==> config.mk <==
export PLATFORM = sky130hd
export DESIGN_NAME = clock_text_renderer_flat
export DESIGN_NICKNAME = d
export VERILOG_FILES = /design/src/rtl/clock_text_renderer_pkg.sv /design/src/rtl/clock_text_renderer_if.sv /design/src/rtl/clock_text_renderer_glyph_mapper.sv /design/src/rtl/clock_text_renderer.sv /design/src/flat_wrapper.sv
export SDC_FILE = /design/constraint.sdc
export NUM_CORES = 1
export LEC_CHECK = 0
export BUFFER_PORTS_ARGS = -buffer_cell sky130_fd_sc_hd__clkbuf_2
export CAP_MARGIN = 0
export CORE_MARGIN = 3
export CORE_UTILIZATION = 45
export CTS_BUF_LIST = sky130_fd_sc_hd__clkbuf_8 sky130_fd_sc_hd__clkbuf_16
export CTS_CLUSTER_DIAMETER = 30
export DETAILED_ROUTE_END_ITERATION = 7
export PLACE_DENSITY_LB_ADDON = 0.25
export SLEW_MARGIN = 20
export SYNTH_ARGS = -nofsm -noshare
export SYNTH_HDL_FRONTEND = slang
export SYNTH_SLANG_ARGS = --single-unit
==> constraint.sdc <==
create_clock -name clk -period 5.9 [get_ports clk]
set_input_delay 1.18 -clock clk [delete_from_list [all_inputs] [get_ports clk]]
set_output_delay 1.18 -clock clk [all_outputs]
set_load 0.05 [all_outputs]
==> src/rtl/clock_text_renderer_pkg.sv <==
// ----------------------------------------------------------------------------
// clock_text_renderer_pkg
// Shared constants and types for the clock text renderer. It holds the font
// ROM bank/glyph numbering, the text-cell geometry, the cell layout enum and
// a helper that maps a BCD nibble to its font bank and glyph index.
// ----------------------------------------------------------------------------
package clock_text_renderer_pkg;

    // Font ROM banks. Each bank holds four glyphs.
    localparam logic [3:0] FONT_BANK_BLANK = 4'd0;   // ROM returns all-zero rows
    localparam logic [3:0] FONT_BANK_DIG0  = 4'd4;   // digits 0..3
    localparam logic [3:0] FONT_BANK_DIG4  = 4'd5;   // digits 4..7
    localparam logic [3:0] FONT_BANK_MISC  = 4'd6;   // 8, 9, colon, ring

    localparam logic [1:0] GLYPH_COLON = 2'd2;
    localparam logic [1:0] GLYPH_RING  = 2'd3;

    localparam int CELL_W = 8;
    localparam int CELL_H = 16;
    localparam int NCELLS = 10;

    // Layout of the text field "HH:MM:SS" + blank + ring.
    typedef enum logic [3:0] {
        CELL_H1   = 4'd0,
        CELL_H0   = 4'd1,
        CELL_C0   = 4'd2,
        CELL_M1   = 4'd3,
        CELL_M0   = 4'd4,
        CELL_C1   = 4'd5,
        CELL_S1   = 4'd6,
        CELL_S0   = 4'd7,
        CELL_SP   = 4'd8,
        CELL_RING = 4'd9
    } cell_e;

    typedef struct packed {
        logic [3:0] sel;
        logic [1:0] ad;
    } glyph_t;

    localparam glyph_t GLYPH_BLANK = '{sel: FONT_BANK_BLANK, ad: 2'd0};

    // Digit d lives in bank 4 + d/4 at index d%4; non-decimal nibbles blank.
    function automatic glyph_t digit_glyph(input logic [3:0] d);
        glyph_t g;
        g = GLYPH_BLANK;
        if (d <= 4'd9) begin
            case (d[3:2])
                2'd0:    g.sel = FONT_BANK_DIG0;
                2'd1:    g.sel = FONT_BANK_DIG4;
                default: g.sel = FONT_BANK_MISC;
            endcase
            g.ad = d[1:0];
        end
        return g;
    endfunction

endpackage

==> src/rtl/clock_text_renderer_if.sv <==
// ----------------------------------------------------------------------------
// clock_text_renderer_if
// Font ROM bus between the renderer (master) and the glyph font ROM (slave).
//   font_sel  : ROM bank select (0 = blank bank)
//   font_ad   : glyph index within the bank
//   font_row  : glyph row 0..15
//   font_data : ROM row, combinational from the three above; bit7 = leftmost
// ----------------------------------------------------------------------------
interface clock_text_renderer_if;
    logic [3:0] font_sel;
    logic [1:0] font_ad;
    logic [3:0] font_row;
    logic [7:0] font_data;

    modport master (
        output font_sel,
        output font_ad,
        output font_row,
        input  font_data
    );

    modport slave (
        input  font_sel,
        input  font_ad,
        input  font_row,
        output font_data
    );
endinterface

==> src/rtl/clock_text_renderer_glyph_mapper.sv <==
// ----------------------------------------------------------------------------
// clock_text_renderer_glyph_mapper
// Combinational map from a text-cell index to the font glyph it shows.
//   cell_i      : cell index 0..9 within the field
//   hr_i/min_i/sec_i : latched BCD time, two nibbles each
//   ring_show_i : ring glyph visible (alarm latched and blink phase on)
//   in_field_i  : current pixel lies inside the text field
//   glyph_o     : {bank select, glyph index}; blank outside the field
// ----------------------------------------------------------------------------
module clock_text_renderer_glyph_mapper
    import clock_text_renderer_pkg::*;
(
    input  logic [3:0] cell_i,
    input  logic [7:0] hr_i,
    input  logic [7:0] min_i,
    input  logic [7:0] sec_i,
    input  logic       ring_show_i,
    input  logic       in_field_i,
    output glyph_t     glyph_o
);

    logic [23:0] bcd_all;
    glyph_t      dig [6];

    // Digit order H1 H0 M1 M0 S1 S0, most significant nibble first.
    assign bcd_all = {hr_i, min_i, sec_i};

    genvar gi;
    generate
        for (gi = 0; gi < 6; gi++) begin : g_digit
            assign dig[gi] = digit_glyph(bcd_all[23 - 4*gi -: 4]);
        end
    endgenerate

    always_comb begin
        glyph_o = GLYPH_BLANK;
        if (in_field_i) begin
            case (cell_e'(cell_i))
                CELL_H1:   glyph_o = dig[0];
                CELL_H0:   glyph_o = dig[1];
                CELL_M1:   glyph_o = dig[2];
                CELL_M0:   glyph_o = dig[3];
                CELL_S1:   glyph_o = dig[4];
                CELL_S0:   glyph_o = dig[5];
                CELL_C0,
                CELL_C1:   glyph_o = '{sel: FONT_BANK_MISC, ad: GLYPH_COLON};
                CELL_RING: if (ring_show_i) glyph_o = '{sel: FONT_BANK_MISC, ad: GLYPH_RING};
                default:   glyph_o = GLYPH_BLANK;
            endcase
        end
    end

endmodule

==> src/rtl/clock_text_renderer.sv <==
// ----------------------------------------------------------------------------
// clock_text_renderer
// Renders "HH:MM:SS" + blank + blinking alarm ring as a 10-cell text field at
// (X0, Y0), magnified by 2^SCALE_LOG2, driving the glyph font ROM and
// producing a 12-bit RGB pixel two pixel_ticks after the pixel coordinate.
//   clk, reset         : clock, synchronous active-high reset
//   pixel_tick         : pixel enable; every register advances only when high
//   video_on           : active video for pixel_x/pixel_y
//   pixel_x, pixel_y   : current pixel coordinate
//   hr/min/sec_bcd     : BCD time, sampled once per frame at pixel (0,0)
//   ring               : alarm active, sampled with the time
//   font_bus           : font ROM bus (sel/ad/row out, row data in)
//   rgb                : pixel colour
//   text_on            : output pixel is a lit glyph pixel
// ----------------------------------------------------------------------------
module clock_text_renderer
    import clock_text_renderer_pkg::*;
#(
    parameter int          X0           = 16,
    parameter int          Y0           = 32,
    parameter int          SCALE_LOG2   = 0,
    parameter int          BLINK_FRAMES = 30,
    parameter logic [11:0] FG_COLOR     = 12'hFFF,
    parameter logic [11:0] BG_COLOR     = 12'h000
) (
    input  logic                         clk,
    input  logic                         reset,
    input  logic                         pixel_tick,
    input  logic                         video_on,
    input  logic [9:0]                   pixel_x,
    input  logic [9:0]                   pixel_y,
    input  logic [7:0]                   hr_bcd,
    input  logic [7:0]                   min_bcd,
    input  logic [7:0]                   sec_bcd,
    input  logic                         ring,
    clock_text_renderer_if.master        font_bus,
    output logic [11:0]                  rgb,
    output logic                         text_on
);

    localparam int              CNT_W   = (BLINK_FRAMES > 1) ? $clog2(BLINK_FRAMES) : 1;
    localparam logic [CNT_W-1:0] CNT_MAX = CNT_W'(BLINK_FRAMES - 1);
    localparam logic [9:0]      X0_L    = 10'(X0);
    localparam logic [9:0]      Y0_L    = 10'(Y0);
    localparam logic [10:0]     FIELD_W = 11'(NCELLS * CELL_W) << SCALE_LOG2;
    localparam logic [10:0]     FIELD_H = 11'(CELL_H) << SCALE_LOG2;

    // ---------------- frame latch and blink counter ----------------
    logic [7:0]       hr_q, hr_d, min_q, min_d, sec_q, sec_d;
    logic             ring_q, ring_d;
    logic [CNT_W-1:0] blink_cnt_q, blink_cnt_d;
    logic             blink_phase_q, blink_phase_d;
    logic             latch_now;

    assign latch_now = pixel_tick && (pixel_x == 10'd0) && (pixel_y == 10'd0);

    always_comb begin
        hr_d          = hr_q;
        min_d         = min_q;
        sec_d         = sec_q;
        ring_d        = ring_q;
        blink_cnt_d   = blink_cnt_q;
        blink_phase_d = blink_phase_q;
        if (latch_now) begin
            hr_d   = hr_bcd;
            min_d  = min_bcd;
            sec_d  = sec_bcd;
            ring_d = ring;
            if (ring) begin
                if (blink_cnt_q == CNT_MAX) begin
                    blink_cnt_d   = '0;
                    blink_phase_d = ~blink_phase_q;
                end else begin
                    blink_cnt_d = blink_cnt_q + 1'b1;
                end
            end else begin
                // Alarm off: restart so the ring appears at once when it rises.
                blink_cnt_d   = '0;
                blink_phase_d = 1'b1;
            end
        end
    end

    // ---------------- geometry ----------------
    logic [9:0] rel_x, rel_y;
    logic [6:0] cx;
    logic [3:0] glyph_row;
    logic       in_field;

    assign rel_x     = pixel_x - X0_L;
    assign rel_y     = pixel_y - Y0_L;
    assign in_field  = (pixel_x >= X0_L) && (pixel_y >= Y0_L) &&
                       ({1'b0, rel_x} < FIELD_W) && ({1'b0, rel_y} < FIELD_H);
    // Only the low bits matter once in_field has bounded the coordinates.
    assign cx        = 7'(rel_x >> SCALE_LOG2);
    assign glyph_row = 4'(rel_y >> SCALE_LOG2);

    // The mapper sees the _d values so the latch pixel uses the fresh capture.
    glyph_t glyph;

    clock_text_renderer_glyph_mapper u_glyph_mapper (
        .cell_i      (cx[6:3]),
        .hr_i        (hr_d),
        .min_i       (min_d),
        .sec_i       (sec_d),
        .ring_show_i (ring_d & blink_phase_d),
        .in_field_i  (in_field),
        .glyph_o     (glyph)
    );

    // ---------------- stage 0: font address ----------------
    logic [3:0] s0_sel_q, s0_row_q;
    logic [1:0] s0_ad_q;
    logic [2:0] s0_bit_q;
    logic       s0_in_field_q, s0_video_on_q;

    assign font_bus.font_sel = s0_sel_q;
    assign font_bus.font_ad  = s0_ad_q;
    assign font_bus.font_row = s0_row_q;

    // ---------------- stage 1: pixel colour ----------------
    logic        lit;
    logic [11:0] rgb_q, rgb_d;
    logic        text_on_q, text_on_d;

    assign lit = s0_in_field_q & font_bus.font_data[3'd7 - s0_bit_q];

    always_comb begin
        text_on_d = lit;
        rgb_d     = 12'h000;
        if (s0_video_on_q) rgb_d = lit ? FG_COLOR : BG_COLOR;
    end

    assign rgb     = rgb_q;
    assign text_on = text_on_q;

    always_ff @(posedge clk) begin
        if (reset) begin
            hr_q          <= 8'hFF;
            min_q         <= 8'hFF;
            sec_q         <= 8'hFF;
            ring_q        <= 1'b0;
            blink_cnt_q   <= '0;
            blink_phase_q <= 1'b1;
            s0_sel_q      <= 4'd0;
            s0_ad_q       <= 2'd0;
            s0_row_q      <= 4'd0;
            s0_bit_q      <= 3'd0;
            s0_in_field_q <= 1'b0;
            s0_video_on_q <= 1'b0;
            rgb_q         <= 12'h000;
            text_on_q     <= 1'b0;
        end else if (pixel_tick) begin
            hr_q          <= hr_d;
            min_q         <= min_d;
            sec_q         <= sec_d;
            ring_q        <= ring_d;
            blink_cnt_q   <= blink_cnt_d;
            blink_phase_q <= blink_phase_d;
            s0_sel_q      <= glyph.sel;
            s0_ad_q       <= glyph.ad;
            s0_row_q      <= glyph_row;
            s0_bit_q      <= cx[2:0];
            s0_in_field_q <= in_field;
            s0_video_on_q <= video_on;
            rgb_q         <= rgb_d;
            text_on_q     <= text_on_d;
        end
    end

endmodule

==> src/flat_wrapper.sv <==
// flat-port wrapper written by rule: the top's interface ports become plain ports
module clock_text_renderer_flat import clock_text_renderer_pkg::*;
#(
    parameter int          X0           = 16,
    parameter int          Y0           = 32,
    parameter int          SCALE_LOG2   = 0,
    parameter int          BLINK_FRAMES = 30,
    parameter logic [11:0] FG_COLOR     = 12'hFFF,
    parameter logic [11:0] BG_COLOR     = 12'h000
)
  (clk, reset, pixel_tick, video_on, pixel_x, pixel_y, hr_bcd, min_bcd, sec_bcd, ring, rgb, text_on, font_bus_font_sel, font_bus_font_ad, font_bus_font_row, font_bus_font_data);
  clock_text_renderer_if font_bus_i ();
  input  logic clk;
  input  logic reset;
  input  logic pixel_tick;
  input  logic video_on;
  input  logic [9:0] pixel_x;
  input  logic [9:0] pixel_y;
  input  logic [7:0] hr_bcd;
  input  logic [7:0] min_bcd;
  input  logic [7:0] sec_bcd;
  input  logic ring;
  output logic [11:0] rgb;
  output logic text_on;
  output wire logic [$bits(font_bus_i.font_sel)-1:0] font_bus_font_sel;
  output wire logic [$bits(font_bus_i.font_ad)-1:0] font_bus_font_ad;
  output wire logic [$bits(font_bus_i.font_row)-1:0] font_bus_font_row;
  input wire logic [$bits(font_bus_i.font_data)-1:0] font_bus_font_data;
  assign font_bus_font_sel = font_bus_i.font_sel;
  assign font_bus_font_ad = font_bus_i.font_ad;
  assign font_bus_font_row = font_bus_i.font_row;
  assign font_bus_i.font_data = font_bus_font_data;
  clock_text_renderer #(.X0(X0), .Y0(Y0), .SCALE_LOG2(SCALE_LOG2), .BLINK_FRAMES(BLINK_FRAMES), .FG_COLOR(FG_COLOR), .BG_COLOR(BG_COLOR)) u_core (.clk(clk), .reset(reset), .pixel_tick(pixel_tick), .video_on(video_on), .pixel_x(pixel_x), .pixel_y(pixel_y), .hr_bcd(hr_bcd), .min_bcd(min_bcd), .sec_bcd(sec_bcd), .ring(ring), .font_bus(font_bus_i), .rgb(rgb), .text_on(text_on));
endmodule
==> results of run 1 <==
[metrics by stage]
stage          total power (uW)  hold WS (ns)  std cells  util, %  worst slack (ns)
6_report                  605.3        0.4784        507    54.92             2.107
5_1_grt                   630.7        0.5132        507    54.92             1.884
4_1_cts                   607.9        0.4848        507    54.92             2.173
3_5_place_dp              408.4        0.4666        499    53.37             1.881
3_3_place_gp              407.7        0.4476        499    53.37             2.015
2_1_floorplan             375.3        0.4284        376        -             2.818
[flip-flops by register name, summed over array words and instances, names as in the netlist]
name                      count
u_core.font_bus.font_ad       2
u_core.ring_q                 1
u_core.font_bus.font_sel      3
u_core.text_on                1
u_core.hr_q                   8
u_core.font_bus.font_row      4
u_core.blink_cnt_q            5
u_core.s0_in_field_q          1
u_core.s0_video_on_q          1
u_core.blink_phase_q          1
u_core.rgb                    1
u_core.min_q                  8
u_core.s0_bit_q               3
u_core.sec_q                  8
[cell usage after synthesis (all sizes together), types with 2 or more instances]
cell,instances
mux2i,9
ha,6
xor2,5
and3,5
nand2,52
mux4,2
nor3b,3
clkbuf,12
nand3,8
or3,2
mux2,2
o21bai,2
and4,2
o21a,2
a2111oi,2
buf,20
dfxtp,47
nor2,34
inv,10
a22o,2
a22oi,2
o211ai,4
a31oi,6
nor4b,2
or2,2
xnor2,3
a32oi,2
nor3,7
o2111ai,3
a21oi,17
a21o,5
o21ai,20
nand4,10
nor2b,7
nand4b,2
a211o,3
nand3b,26
nand2b,12
[worst max-delay path, cell delays in order]
cell	delay, ns
sky130_fd_sc_hd__clkbuf_2	0.38
sky130_fd_sc_hd__nor4b_2	0.38
sky130_fd_sc_hd__and4_1	0.57
sky130_fd_sc_hd__nand2_1	0.53
sky130_fd_sc_hd__buf_4	0.38
sky130_fd_sc_hd__a31oi_1	0.23
sky130_fd_sc_hd__o2111ai_1	0.13
sky130_fd_sc_hd__o21a_1	0.20
[kinds of logic after synthesis]
| family | after synthesis |
|---|---|
| xor+xnor | 8 |
| compound gates | 79 |
| mux | 13 |
| buf+inv | 42 |
| other cells | 1 |
| simple gates | 180 |
| flops | 47 |
| fa+ha+maj | 6 |
[area by class of cell]
class	count	share of cell area (%)
multi-input cells	287	53.29
flip-flops and latches	47	27.94
repair buffers	80	12.04
well taps	75	2.787
clock buffers	6	2.453
inverters	10	1.115
clock inverters	2	0.3716
[metal layers]
| metal | vias up | part of all wire (%) | global-route usage [%] |
|---|---|---|---|
| met3 | 10 | 8.1 | 4.257 |
| met4 | 0 | 1.3 | 5.949 |
| met2 | 107 | 46 | 34.37 |
| li1 | 1435 | - | - |
| met1 | 1315 | 44 | 27.88 |
| met5 | - | 0 | 0 |
[power by group through the flow]
| stage | combinational, uW | sequential (uW) | clock (uW) |
|---|---|---|---|
| floorplan | 40.3 | 335 | 0 |
| detailed placement | 78.7 | 330 | 0 |
| global placement | 78.1 | 330 | 0 |
| finish | 79.4 | 322 | 204 |
| global route | 88.2 | 323 | 220 |
| CTS | 79.2 | 322 | 206 |
[path summary, 6_finish.rpt]
kind	cells past startpoint	slack [ns]	start	end
worst max-delay path	8	2.11	pixel_tick	u_core.font_bus.font_sel[1]$_SDFFE_PP0P_
worst min-delay path	2	0.48	u_core.hr_q[0]$_SDFFE_PP1P_	u_core.hr_q[0]$_SDFFE_PP1P_
worst max register to register	5	4.26	u_core.sec_q[7]$_SDFFE_PP1P_	u_core.font_bus.font_ad[0]$_SDFFE_PP0P_
worst min register to register	2	0.48	u_core.hr_q[0]$_SDFFE_PP1P_	u_core.hr_q[0]$_SDFFE_PP1P_
==> flow_summary.yaml, run 1 <==
cts:
  clock_root_buffer: "sky130_fd_sc_hd__clkbuf_8"
  post-cts-setup-buffer-count: 0
  cts.clk_slew.worst_paths_ns: 0.09
  clock_tree_from_tritoncts: "done"
  cts_made_buffers: 5
  post_cts.resized_instances: 0
  clock_sinks: 47
  clk_latency_ns: 0.30
  h_tree_lvl_count: 2
  clock_tree.buffer_depth: 2
  ctsHoldBuffers: 0
floorplan:
  floorplan.rows: 28
  die_height_um: 86.97
  design.core.area_um2: 6131
  die_area_um2: 7564
  width_of_the_die_um: 86.97
  initial_utilization_pct: 48.12
  io_pins: 80
detailed_routing:
  detail_route.first_pass.iterations: 4
  avgViaCountPerCell: 5.655
  final_antenna_net_count: 0
  drc: 0
  wire_per_inst_um: 15.10
  drt_iter0_markers: 278
  total_number_of_vias: 2867
  detail_route.wirelength_um: 7658
pwr:
  power_switching_uw: 157.3
  power.combinational.fraction_pct: 13.1
  reg_power_share_pct: 53.2
  vdd.ir_drop.worst_v: 0.00009561
  internal_power_uw: 448.0
  pwr-share-clk_pct: 33.7
  swShare_pct: 25.99
  power_density_nw_per_um2: 179.8
  p_leak_uw: 0.001444
synthesis:
  synth_largest_type_area_fraction_pct: 31.89
  synth_enable_flop_cells: 0
  synthesis.yosys.warnings: 0
  main_combinational_cell_family_by_area_after_synthesis: "simple AND/OR/NAND/NOR gates"
  synthesis.area_per_instance_um2: 7.847
  syn_nets: 439
  post_synth_design_cell_area_um2: 2950
  synth-seq-cells: 47
  async_reset_ff_share_pct: 0
  synth-simple-area-share_pct: 32.70
  synthAdderAreaFrac_pct: 2.545
  synth_cell_types: 60
  syn_inst: 376
  ys_seq_area_share_pct: 31.89
  yosys-mux-area-fraction_pct: 5.344
  yosys.area.top_type: "sky130_fd_sc_hd__dfxtp_1"
  synth-compound-area-share_pct: 17.64
  synthXorXnorAreaFrac_pct: 2.375
  synth_ff_type: "sky130_fd_sc_hd__dfxtp_1"
  post_synth_main_area_contributors: "sky130_fd_sc_hd__dfxtp_1 32%, sky130_fd_sc_hd__nand2_1 6.6%, sky130_fd_sc_hd__nand3b_1 6.6%"
sta:
  rsz_0062_raised_after_global_routing: "no"
  final_hold_viol_count: 0
  finalSetupViolations: 0
  max-slew-margin-rel_pct: 51.18
  worst_slew_pin_slew_ns: 0.7323
  layout_min_cycle_time_ns: 3.793
  timing.final.crit_share_pct: 64.28
  max_slew_violation_count: 0
  final.setup_skew_ns: 0.007735
  max_freq_mhz: 263.7
  total_negative_setup_slack_ns: 0
finish:
  n_antenna_cell: 0
  layout_commonest_cell: "sky130_fd_sc_hd__clkbuf_2"
  area_occupied_by_multi_input_gates_um2: 1794
  synthToLayoutAreaGrowth_pct: 14.12
  seq_area_um2: 940.9
  nFillCells: 590
  final_nets: 494
  drive_gt1_share_pct: 23.15
  most-common-layout-cells: "78 x sky130_fd_sc_hd__clkbuf_2, 52 x sky130_fd_sc_hd__nand2_1, 47 x sky130_fd_sc_hd__dfxtp_1"
  fin_area_um2: 3367
global_route:
  grt_pass1_wl_um: 12770
  pin_count_of_the_biggest_net_entering_global_routing: 44
  globalRoute.totalOverflow: 0
  grt_use_total_pct: 20.98
  number_of_antenna_violations_at_the_first_check_in_global_routing: 0
  grt_pass1_vias: 2689
setup_path:
  setup.worst_path.start_class: "input pin"
  crit_arrival_ns: 3.99
  cp_max_fo: 21
  worstSetupPathType: "input pin to register"
  timing.critical_path.to_type: "register"
  worstPathRequired_ns: 6.10
hold_path:
  hp-class: "register to register"
placement:
  dpl-instance-area_um2: 3272
  placement.io_buffers: 78
  globalplace.congestion: 0.8988
  place_hpwl_um: 5735
status:
  status: "completed"
job:
  max-cap-violations: 0
Note: power is estimated with default switching activity, not from simulation.
==> run 2: changes to the inputs <==
==> constraint.sdc (replaced) <==
create_clock -name clk -period 3.5 [get_ports clk]
set_input_delay 0.7 -clock clk [delete_from_list [all_inputs] [get_ports clk]]
set_output_delay 0.7 -clock clk [all_outputs]
set_load 0.05 [all_outputs]
==> run 2 against run 1 <==
  * Non-clock buffer count grew 5
  * Final cell count increased by 0.99%
  * Routed wire length up 6.9%
==> flow_summary.yaml, run 2 (synthesized netlist as in run 1, its figures left out) <==
setup_path:
  cp_max_fo: 30
  crit_path_cell_trace: "clkbuf_2, inv_1, ha_1, nor4b_1, and4_1, nand2_1, buf_4, o21ai_0, a2111oi_0, a31oi_1"
  critPathSlowestCell: "sky130_fd_sc_hd__a2111oi_0"
  timing.critical_path.to_type: "register"
  worstPathRequired_ns: 3.68
  worstSetupPathType: "input pin to register"
  crit_arrival_ns: 2.85
  setup.worst_path.start_class: "input pin"
  crit_path_max_incr_delay_ns: 0.42
detailed_routing:
  final_antenna_net_count: 0
  drc: 0
  drt_iter0_markers: 364
  detail_route.first_pass.iterations: 5
  avgViaCountPerCell: 5.732
  detail_route.wirelength_um: 8185
  total_number_of_vias: 2935
  wire_per_inst_um: 15.99
sta:
  worst_slew_pin_slew_ns: 0.7681
  max-slew-margin-rel_pct: 48.79
  rsz_0062_raised_after_global_routing: "no"
  final.setup_skew_ns: 0.01053
  finalSetupViolations: 0
  max_freq_mhz: 374.0
  total_negative_setup_slack_ns: 0
  timing.final.crit_share_pct: 76.40
  layout_min_cycle_time_ns: 2.674
  max_slew_violation_count: 0
  final_hold_viol_count: 0
floorplan:
  die_area_um2: 7564
  floorplan.rows: 28
  width_of_the_die_um: 86.97
  design.core.area_um2: 6131
  io_pins: 80
  initial_utilization_pct: 48.12
  die_height_um: 86.97
cts:
  post_cts.resized_instances: 0
  clock_tree.buffer_depth: 2
  clock_tree_from_tritoncts: "done"
  h_tree_lvl_count: 2
  cts_made_buffers: 5
  clock_sinks: 47
  cts.clk_slew.worst_paths_ns: 0.09
  ctsHoldBuffers: 0
  clk_latency_ns: 0.31
  post-cts-setup-buffer-count: 0
  clock_root_buffer: "sky130_fd_sc_hd__clkbuf_8"
placement:
  placement.io_buffers: 78
  dpl-instance-area_um2: 3309
  place_hpwl_um: 6132
  globalplace.congestion: 0.9329
global_route:
  grt_pass1_vias: 2878
  pin_count_of_the_biggest_net_entering_global_routing: 44
  globalRoute.totalOverflow: 0
  number_of_antenna_violations_at_the_first_check_in_global_routing: 0
  grt_pass1_wl_um: 13510
  grt_use_total_pct: 22.40
pwr:
  p_leak_uw: 0.001485
  power_density_nw_per_um2: 335.7
  vdd.ir_drop.worst_v: 0.0002694
job:
  max-cap-violations: 0
finish:
  final_nets: 499
  drive_gt1_share_pct: 24.03
  fin_area_um2: 3442
  largest_registers: "u_core.hr_q (8), u_core.min_q (8), u_core.sec_q (8)"
  layout_commonest_cell: "sky130_fd_sc_hd__clkbuf_2"
  n_antenna_cell: 0
  most-common-layout-cells: "78 x sky130_fd_sc_hd__clkbuf_2, 52 x sky130_fd_sc_hd__nand2_1, 47 x sky130_fd_sc_hd__dfxtp_1"
  fin_util_pct: 56.14
  synthToLayoutAreaGrowth_pct: 16.67
hold_path:
  hp-class: "register to register"
status:
  status: "completed"
==> run 2: changes by cell type in the layout (fill, tap and decap cells not counted) <==
| cell | change |
|---|---|
| sky130_fd_sc_hd__clkbuf_8 | -1 |
| sky130_fd_sc_hd__clkinv_4 | -1 |
| sky130_fd_sc_hd__buf_4 | +5 |
| sky130_fd_sc_hd__bufinv_16 | +2 |
==> run 2: area by class of cell <==
cell class,instances,area [um2]
Fill cell,598,2689
Inverter,10,37.54
Clock inverter,3,63.81
Clock buffer,5,68.82
Timing Repair Buffer,85,442.9
Tap cell,75,93.84
Multi-Input combinational cell,287,1794
Sequential cell,47,940.9
==> run 2: final timing paths <==
kind | start | to | slack, ns | cells past startpoint
max reg2reg | u_core.min_q[3]$_SDFFE_PP1P_ | u_core.font_bus.font_ad[0]$_SDFFE_PP0P_ | 1.91 | 6
min reg2reg | u_core.hr_q[4]$_SDFFE_PP1P_ | u_core.hr_q[4]$_SDFFE_PP1P_ | 0.47 | 2
min | u_core.hr_q[4]$_SDFFE_PP1P_ | u_core.hr_q[4]$_SDFFE_PP1P_ | 0.47 | 2
max | pixel_x[4] | u_core.font_bus.font_ad[1]$_SDFFE_PP0P_ | 0.83 | 10
==> run 2: metrics by stage <==
step / cells / power, uW / hold WS (ns) / setup WS (ns)
after floorplan: 376 / 632.6 / 0.4284 / 0.8975
final: 512 / 1155 / 0.4741 / 0.8260
after detailed placement: 504 / 691.4 / 0.4556 / 0.5205
after global placement: 504 / 688.1 / 0.4468 / 0.6207
after CTS: 512 / 1159 / 0.4746 / 0.8390
after global routing: 512 / 1198 / 0.5006 / 0.6130
==> run 2: critical path, delay by kind of cell <==
kind | cells | cell delay, ns
buffers and inverters | 3 | 0.67
adder cells (fa/ha/maj) | 1 | 0.20
AND/OR/NAND/NOR | 3 | 0.57
AO/OA/AOI/OAI | 3 | 0.70
==> run 2: where the power goes <==
group          internal (uW)  switching [uW]  total (uW)
Clock                    283             192         475
Sequential               540            3.83         544
Combinational           57.3            79.5         137
Total                    880             276        1160
==> run 2: per-layer routing <==
layer | wire length [um] | global-route usage [%] | share of wire, % | up-vias
met4 | 164 | 7.649 | 2.0 | 0
met3 | 603 | 3.974 | 7.4 | 17
met5 | 0 | 0 | 0 | -
li1 | - | - | - | 1449
met2 | 3848 | 37.41 | 47 | 117
met1 | 3568 | 28.98 | 44 | 1352
